### src/rtl/mem_sram_ctrl_if.sv
// rtl/mem_sram_ctrl_if.sv - MEM-stage and asynchronous SRAM signal bundle for mem_sram_ctrl
interface mem_sram_ctrl_if;
    logic        mem_ce_i;
    logic        mem_we_i;
    logic [31:0] mem_addr_i;
    logic [3:0]  mem_sel_i;
    logic [31:0] mem_data_i;
    logic [31:0] mem_data_o;
    logic        stallreq_o;
    logic [19:0] sram_addr_o;
    logic [31:0] sram_data_o;
    logic [31:0] sram_data_i;
    logic        sram_data_oe_o;
    logic        sram_ce_n_o;
    logic        sram_oe_n_o;
    logic        sram_we_n_o;
    logic [3:0]  sram_be_n_o;

    modport master (
        output mem_ce_i, mem_we_i, mem_addr_i, mem_sel_i, mem_data_i, sram_data_i,
        input  mem_data_o, stallreq_o, sram_addr_o, sram_data_o, sram_data_oe_o,
        input  sram_ce_n_o, sram_oe_n_o, sram_we_n_o, sram_be_n_o
    );

    modport slave (
        input  mem_ce_i, mem_we_i, mem_addr_i, mem_sel_i, mem_data_i, sram_data_i,
        output mem_data_o, stallreq_o, sram_addr_o, sram_data_o, sram_data_oe_o,
        output sram_ce_n_o, sram_oe_n_o, sram_we_n_o, sram_be_n_o
    );
endinterface

### src/rtl/mem_sram_ctrl.sv
// rtl/mem_sram_ctrl.sv - MEM-stage to async SRAM controller; define SRAM_POSTED_STORE_EN for posted stores
module mem_sram_ctrl #(
    parameter int WAIT_CYCLES = 1
) (
    input logic           clk,
    input logic           rst,
    mem_sram_ctrl_if.slave bus
);
    typedef enum logic [1:0] {IDLE, ACCESS, DONE} state_t;

`ifdef SRAM_POSTED_STORE_EN
    localparam bit POSTED = 1'b1;
`else
    localparam bit POSTED = 1'b0;
`endif

    localparam logic [3:0] LAST_CNT = 4'(WAIT_CYCLES - 1);

    state_t     state;
    logic [3:0] cnt;
    logic       we_q;
    logic       unused_addr_bits;

    assign unused_addr_bits = ^{bus.mem_addr_i[31:22], bus.mem_addr_i[1:0]};

    // A posted store only holds the pipeline if another request arrives while it is in flight.
    assign bus.stallreq_o = rst &&
        (((state == IDLE) && bus.mem_ce_i && !(POSTED && bus.mem_we_i)) ||
         ((state == ACCESS) && (!(POSTED && we_q) || bus.mem_ce_i)));

    always_ff @(posedge clk) begin
        if (!rst) begin
            state              <= IDLE;
            cnt                <= '0;
            we_q               <= 1'b0;
            bus.sram_addr_o    <= '0;
            bus.sram_data_o    <= '0;
            bus.mem_data_o     <= '0;
            bus.sram_ce_n_o    <= 1'b1;
            bus.sram_oe_n_o    <= 1'b1;
            bus.sram_we_n_o    <= 1'b1;
            bus.sram_be_n_o    <= 4'hF;
            bus.sram_data_oe_o <= 1'b0;
        end else begin
            case (state)
                IDLE: begin
                    if (bus.mem_ce_i) begin
                        cnt                <= '0;
                        we_q               <= bus.mem_we_i;
                        bus.sram_addr_o    <= bus.mem_addr_i[21:2];
                        bus.sram_data_o    <= bus.mem_data_i;
                        bus.sram_ce_n_o    <= 1'b0;
                        bus.sram_oe_n_o    <= bus.mem_we_i;
                        bus.sram_we_n_o    <= !bus.mem_we_i;
                        bus.sram_be_n_o    <= ~bus.mem_sel_i;
                        bus.sram_data_oe_o <= bus.mem_we_i;
                        state              <= ACCESS;
                    end
                end
                ACCESS: begin
                    if (cnt == LAST_CNT) begin
                        if (!we_q) begin
                            bus.mem_data_o <= bus.sram_data_i;
                        end
                        // Address and write data stay put so the SRAM sees a clean hold time.
                        bus.sram_ce_n_o    <= 1'b1;
                        bus.sram_oe_n_o    <= 1'b1;
                        bus.sram_we_n_o    <= 1'b1;
                        bus.sram_be_n_o    <= 4'hF;
                        bus.sram_data_oe_o <= 1'b0;
                        state              <= (POSTED && we_q) ? IDLE : DONE;
                    end else begin
                        cnt <= cnt + 4'd1;
                    end
                end
                DONE: begin
                    state <= IDLE;
                end
                default: begin
                    state <= IDLE;
                end
            endcase
        end
    end
endmodule

### src/flat_wrapper.sv
// flat-port wrapper written by rule: the top's interface ports become plain ports
module mem_sram_ctrl_flat 
#(
    parameter int WAIT_CYCLES = 1
)
  (clk, rst, bus_mem_ce_i, bus_mem_we_i, bus_mem_addr_i, bus_mem_sel_i, bus_mem_data_i, bus_sram_data_i, bus_mem_data_o, bus_stallreq_o, bus_sram_addr_o, bus_sram_data_o, bus_sram_data_oe_o, bus_sram_ce_n_o, bus_sram_oe_n_o, bus_sram_we_n_o, bus_sram_be_n_o);
  mem_sram_ctrl_if bus_i ();
  input logic clk;
  input logic rst;
  input wire logic [$bits(bus_i.mem_ce_i)-1:0] bus_mem_ce_i;
  input wire logic [$bits(bus_i.mem_we_i)-1:0] bus_mem_we_i;
  input wire logic [$bits(bus_i.mem_addr_i)-1:0] bus_mem_addr_i;
  input wire logic [$bits(bus_i.mem_sel_i)-1:0] bus_mem_sel_i;
  input wire logic [$bits(bus_i.mem_data_i)-1:0] bus_mem_data_i;
  input wire logic [$bits(bus_i.sram_data_i)-1:0] bus_sram_data_i;
  output wire logic [$bits(bus_i.mem_data_o)-1:0] bus_mem_data_o;
  output wire logic [$bits(bus_i.stallreq_o)-1:0] bus_stallreq_o;
  output wire logic [$bits(bus_i.sram_addr_o)-1:0] bus_sram_addr_o;
  output wire logic [$bits(bus_i.sram_data_o)-1:0] bus_sram_data_o;
  output wire logic [$bits(bus_i.sram_data_oe_o)-1:0] bus_sram_data_oe_o;
  output wire logic [$bits(bus_i.sram_ce_n_o)-1:0] bus_sram_ce_n_o;
  output wire logic [$bits(bus_i.sram_oe_n_o)-1:0] bus_sram_oe_n_o;
  output wire logic [$bits(bus_i.sram_we_n_o)-1:0] bus_sram_we_n_o;
  output wire logic [$bits(bus_i.sram_be_n_o)-1:0] bus_sram_be_n_o;
  assign bus_i.mem_ce_i = bus_mem_ce_i;
  assign bus_i.mem_we_i = bus_mem_we_i;
  assign bus_i.mem_addr_i = bus_mem_addr_i;
  assign bus_i.mem_sel_i = bus_mem_sel_i;
  assign bus_i.mem_data_i = bus_mem_data_i;
  assign bus_i.sram_data_i = bus_sram_data_i;
  assign bus_mem_data_o = bus_i.mem_data_o;
  assign bus_stallreq_o = bus_i.stallreq_o;
  assign bus_sram_addr_o = bus_i.sram_addr_o;
  assign bus_sram_data_o = bus_i.sram_data_o;
  assign bus_sram_data_oe_o = bus_i.sram_data_oe_o;
  assign bus_sram_ce_n_o = bus_i.sram_ce_n_o;
  assign bus_sram_oe_n_o = bus_i.sram_oe_n_o;
  assign bus_sram_we_n_o = bus_i.sram_we_n_o;
  assign bus_sram_be_n_o = bus_i.sram_be_n_o;
  mem_sram_ctrl #(.WAIT_CYCLES(WAIT_CYCLES)) u_core (.clk(clk), .rst(rst), .bus(bus_i));
endmodule
### config.mk
export PLATFORM = sky130hd
export DESIGN_NAME = mem_sram_ctrl_flat
export DESIGN_NICKNAME = d
export VERILOG_FILES = /design/src/rtl/mem_sram_ctrl_if.sv /design/src/rtl/mem_sram_ctrl.sv /design/src/flat_wrapper.sv
export SDC_FILE = /design/constraint.sdc
export NUM_CORES = 1
export LEC_CHECK = 0
export BUFFER_PORTS_ARGS = -buffer_cell sky130_fd_sc_hd__buf_4
export CELL_PAD_IN_SITES_DETAIL_PLACEMENT = 1
export CELL_PAD_IN_SITES_GLOBAL_PLACEMENT = 2
export CORE_MARGIN = 2
export CORE_UTILIZATION = 24
export CTS_CLUSTER_DIAMETER = 50
export DETAILED_ROUTE_END_ITERATION = 12
export PLACE_DENSITY = 0.8
export RECOVER_POWER = 100
export SKIP_CTS_REPAIR_TIMING = 1
export SYNTH_ARGS = -nofsm -noshare
export SYNTH_HDL_FRONTEND = slang
export SYNTH_SLANG_ARGS = --single-unit
### constraint.sdc
create_clock -name clk -period 2.2 [get_ports clk]
set_input_delay 0.44 -clock clk [delete_from_list [all_inputs] [get_ports clk]]
set_output_delay 0.44 -clock clk [all_outputs]
set_load 0.1 [all_outputs]
==> results of run 1 <==
==> state kept, by name, summed over array words and instances, names as in the netlist <==
name	flops
u_core.bus.sram_addr_o	20
u_core.bus.sram_be_n_o	4
u_core.state	2
u_core.bus.sram_data_oe_o	1
u_core.bus.sram_oe_n_o	1
u_core.cnt	4
u_core.bus.sram_data_o	32
u_core.bus.sram_we_n_o	1
u_core.bus.sram_ce_n_o	1
u_core.we_q	1
u_core.bus.mem_data_o	32
==> logic make-up (layout without fill, tap and decap cells) <==
logic type | Yosys count | in the layout
simple gates | 199 | 199
buf+inv | 35 | 212
flops | 99 | 99
mux | 34 | 34
fa+ha+maj | 2 | 2
compound gates | 71 | 71
==> per-layer routing <==
layer  up-vias  global-route usage  wire (um)
li1       1783                   -          -
met2        96               0.231       5690
met1      1680               0.162       4900
met5         -                   0          0
met4         0              0.0601        246
met3        15              0.0407        661
==> worst min-delay path, delay by kind of cell <==
family | cells | cell delay [ns]
buffers and inverters | 1 | 0.11
AND/OR/NAND/NOR | 1 | 0.04
AO/OA/AOI/OAI | 1 | 0.05
==> power groups by stage <==
stage,clock network [mW],logic [mW],registers (mW)
after CTS,1.95,1.54,1.99
after global routing,2.02,1.52,2.00
after global placement,0,1.51,2.02
after floorplan,0,0.311,2.85
after detailed placement,0,1.54,2.02
final,1.88,1.44,1.98
==> path summary, 6_finish.rpt <==
kind         slack [ns]  cells past startpoint                  startpoint                    endpoint
min                0.34                      3          bus_mem_data_i[11]  u_core.bus.sram_data_o[11]
min reg2reg        0.45                      2  u_core.bus.sram_data_o[11]  u_core.bus.sram_data_o[11]
max                0.25                      6               u_core.cnt[0]   u_core.bus.mem_data_o[21]
max reg2reg        0.25                      6               u_core.cnt[0]   u_core.bus.mem_data_o[21]
==> layout make-up <==
cell class | count | area [um2]
Sequential cell | 99 | 1980
Tap cell | 188 | 235
Clock inverter | 4 | 95.1
Fill cell | 1836 | 9820
Multi-Input combinational cell | 306 | 1580
Clock buffer | 12 | 267
Timing Repair Buffer | 191 | 1200
Inverter | 5 | 18.8
==> layout by cell type, fill, tap and decap left out, types with 2 or more instances in the layout <==
master       n
nor2b_1      2
bufinv_16    3
clkbuf_8     3
inv_1        4
or3b_2       2
clkbuf_2    92
a31oi_1      2
clkbuf_16    9
a21oi_1     53
nor3_1       8
buf_4       96
o2bb2ai_1    5
nand3_1      4
o21ai_0      6
mux2i_1     34
dfxtp_1     99
nand2_1    175
ha_1         2
==> metrics by stage <==
step / cell area, um2 / util
6_report: 5380 / 0.354
5_1_grt: 5380 / 0.354
4_1_cts: 5630 / 0.370
3_5_place_dp: 5270 / 0.347
3_3_place_gp: 5270 / 0.347
2_1_floorplan: 3740 / -
==> impl_metrics.json, run 1 <==
{
  "critPathMaxStageDelay_ns": 0.44,
  "synth-xor-area-share": 0,
  "cap_violations": 0,
  "synth.avg_cell_area_um2": 8.49,
  "cts_max_path_buffers": 2,
  "die_w_um": 129,
  "dieHeight_um": 129,
  "finClkSkew_ns": 0.00660,
  "gp_congestion": 0.683,
  "p_total_mw": 5.30,
  "grt_pass1_wl_um": 18000,
  "vdd_drop_max_mv": 0.329,
  "antenna_found_initial": 0,
  "grt_max_degree": 76,
  "cp_max_fo": 32,
  "clkPwrFrac": 0.354,
  "setup_viol": 0,
  "status": "finished, final reports clean",
  "crit_path_start_kind": "flip-flop",
  "first_iter_violations": 90,
  "leakagePower_nw": 2.39,
  "p_int_mw": 3.41,
  "synth-compound-area-share": 0.104,
  "antenna_left": 0,
  "holdWs_ns": 0.342,
  "coreArea_mm2": 0.0152,
  "cts.sinks": 99,
  "synth_common_cells": "nand2_1, dfxtp_1, a21oi_1, mux2i_1, clkbuf_1",
  "finalMaxSlewViolations": 0,
  "vias": 3574,
  "start_util": 0.246,
  "post-route-drc-count": 0,
  "grt_remaining_overflow": 0,
  "synth_nets": 546,
  "cp.arrival_ns": 2.21,
  "die_area_mm2": 0.0166,
  "num_rows": 45,
  "async_reset_ff_frac": 0,
  "clock.fmax_ghz": 0.514,
  "cellPowerDensity_mw_per_mm2": 985,
  "p_seq_frac": 0.374,
  "track_usage": 0.137,
  "tns_ns": 0,
  "portBuffers": 184,
  "drive_gt1_frac": 0.344,
  "crit_chain": "inv_1 > ha_1 > or3b_1 > nor3_4 > buf_6 > mux2i_1",
  "firstDrtPassIters": 4,
  "p_switching_mw": 1.89,
  "worstMarginPinSlew_ns": 0.721,
  "yosysWarnings": 0,
  "synthSimpleGateAreaFrac": 0.221,
  "worst-path-buf-inv": 2,
  "crit_path_end_kind": "flip-flop",
  "required_ns": 2.46,
  "ios": 197,
  "wire_per_inst_um": 14.3,
  "synth_top_family_by_area": "simple AND/OR/NAND/NOR gates",
  "timing.final.ws_setup_ns": 0.253,
  "synthCells": 440,
  "slowest_stage": "or3b_1",
  "vias_per_cell": 4.44,
  "hold_path.class": "primary input to flip-flop",
  "htree_num_levels": 3,
  "ys.flop_type": "dfxtp_1",
  "yosysMostFrequentCell": "nand2_1",
  "clk_pin_slew_worst_paths_ns": 0.07,
  "rsz0062_at_grt": "no",
  "synth_seq_cells": 99,
  "max-slew-margin-rel": 0.519,
  "p_sw_frac": 0.357,
  "yosys-top-cells-area": "dfxtp_1, nand2_1, mux2i_1",
  "grt_pass1_vias": 3645,
  "clockRootBuffer": "clkbuf_16",
  "muxShareOfSynthArea": 0.0912,
  "synth.top_cell.area_share": 0.531,
  "synth_area_leader_cell": "dfxtp_1",
  "hold_viol_final": 0,
  "dp_hpwl_um": 8380,
  "post_layout_nonfiller_instances": 805,
  "insertion_delay_ns": 0.34,
  "wirelength_um": 11500,
  "synth_cell_types": 32,
  "fin_crit_sh": 0.885,
  "seq_area_frac_synth": 0.531,
  "worstSetupPathType": "flip-flop to flip-flop",
  "cts_tree": "yes",
  "synthToLayoutAreaGrowth_pct": 44.2,
  "dp_cells": 789,
  "period_minus_slack_ns": 1.95,
  "cts_buffers": 9,
  "antenna_cells": 0,
  "synth_edf_count": 0,
  "synth_area_mm2": 0.00373,
  "nets": 718,
  "combPwrFrac": 0.272,
  "path_delay_family": "simple AND/OR/NAND/NOR gates",
  "synthAdderAreaFrac": 0.00670,
  "dp_slack_ns": 0.393
}
Note: power is estimated with default switching activity, not from simulation.
==> run 2: changes to the inputs <==
==> constraint.sdc (replaced) <==
create_clock -name clk -period 2.2 [get_ports clk]
set_input_delay 0.22 -clock clk [delete_from_list [all_inputs] [get_ports clk]]
set_output_delay 0.22 -clock clk [all_outputs]
set_load 0.1 [all_outputs]
==> run 2 against run 1 <==
  * Utilization decreased by 1.0 points
  * Die area unchanged
  * Combinational power about the same
  * Worst hold slack worse by 0.22 ns
  * Wire length up 1.0%
  * Critical path type is now flip-flop to output port
  * Critical endpoint is now bus_sram_oe_n_o
  * Largest cell class unchanged
==> impl_metrics.json, run 2 (synthesized netlist as in run 1, its figures left out) <==
{
  "gp_congestion": 0.701,
  "start_util": 0.246,
  "crit_chain": "clkbuf_1",
  "top_regs": "u_core.bus.mem_data_o (32), u_core.bus.sram_data_o (32), u_core.bus.sram_addr_o (20)",
  "tns_ns": 0,
  "first_iter_violations": 130,
  "finClkSkew_ns": 0.00698,
  "coreArea_mm2": 0.0152,
  "die_w_um": 129,
  "cts_tree": "yes",
  "portBuffers": 184,
  "post-route-drc-count": 0,
  "finalMaxSlewViolations": 0,
  "required_ns": 1.98,
  "antenna_left": 0,
  "firstDrtPassIters": 4,
  "dp_cells": 789,
  "vdd_drop_max_mv": 0.417,
  "cap_violations": 0,
  "path_delay_family": "buffers and inverters",
  "p_total_mw": 5.02,
  "slowest_stage": "clkbuf_1",
  "worstMarginPinSlew_ns": 1.22,
  "hold_path.class": "primary input to flip-flop",
  "worst-path-buf-inv": 1,
  "fin_crit_sh": 0.838,
  "max-slew-margin-rel": 0.191,
  "insertion_delay_ns": 0.35,
  "nets": 718,
  "clk_pin_slew_worst_paths_ns": 0.07,
  "htree_num_levels": 3,
  "die_area_mm2": 0.0166,
  "crit_path_end_kind": "output port",
  "grt_remaining_overflow": 0,
  "hold_viol_final": 0,
  "vias": 3584,
  "cts.sinks": 99,
  "track_usage": 0.139,
  "n_fill_cell": 1843,
  "final_cell_mix": "nand2_1, dfxtp_1, buf_4, clkbuf_1, a21oi_1",
  "antenna_found_initial": 0,
  "status": "finished, final reports clean",
  "wire_per_inst_um": 14.4,
  "post_layout_nonfiller_instances": 804,
  "num_rows": 45,
  "holdWs_ns": 0.121,
  "drive_gt1_frac": 0.193,
  "dp_slack_ns": 0.384,
  "dieHeight_um": 129,
  "ios": 197,
  "cellPowerDensity_mw_per_mm2": 961,
  "cp.arrival_ns": 1.62,
  "worstSetupPathType": "flip-flop to output port",
  "clockRootBuffer": "clkbuf_16",
  "grt_pass1_wl_um": 18200,
  "wirelength_um": 11600,
  "rsz0062_at_grt": "no",
  "cp_max_fo": 3,
  "critPathMaxStageDelay_ns": 0.89,
  "cts_max_path_buffers": 2,
  "leakagePower_nw": 2.06,
  "synthToLayoutAreaGrowth_pct": 39.9,
  "crit_path_start_kind": "flip-flop",
  "dp_hpwl_um": 8380,
  "r2r_slack_ns": 0.37,
  "vias_per_cell": 4.46,
  "final_cell_area_mm2": 0.00523,
  "final_util": 0.344,
  "cts_buffers": 9,
  "grt_pass1_vias": 3721,
  "timing.final.ws_setup_ns": 0.357,
  "period_minus_slack_ns": 1.84,
  "antenna_cells": 0,
  "setup_viol": 0,
  "final_common_cell": "nand2_1",
  "grt_max_degree": 76,
  "placedInstanceArea_mm2": 0.00528,
  "clock.fmax_ghz": 0.543
}
[run 2: final cells by class]
type / count / area (um2) / area share
clock buffers: 11 / 253 / 0.0484
clock inverters: 4 / 50.0 / 0.00958
inverters: 5 / 18.8 / 0.00359
multi-input cells: 306 / 1580 / 0.302
flip-flops and latches: 99 / 1980 / 0.379
well taps: 188 / 235 / 0.0450
repair buffers: 191 / 1110 / 0.212
[run 2: where the power goes]
part | switching (mW) | internal, mW | total, mW
clock network | 0.683 | 0.936 | 1.62
registers | 0.0684 | 1.91 | 1.98
logic | 1.15 | 0.269 | 1.42
total | 1.90 | 3.12 | 5.02
[run 2: final timing paths]
check	from	end	cells after the start
max	u_core.bus.sram_oe_n_o	bus_sram_oe_n_o	1
min	bus_mem_data_i[6]	u_core.bus.sram_data_o[6]	3
max reg2reg	u_core.cnt[0]	u_core.bus.mem_data_o[16]	6
min reg2reg	u_core.bus.mem_data_o[11]	u_core.bus.mem_data_o[11]	2
[run 2: metal layers]
layer  up-vias  GRT usage  wire, um  part of all wire
met4         0     0.0595       196             0.017
met3        11     0.0420       725             0.062
met2        94      0.241      5830              0.50
met1      1697      0.160      4850              0.42
met5         -          0         0                 0
li1       1782          -         -                 -
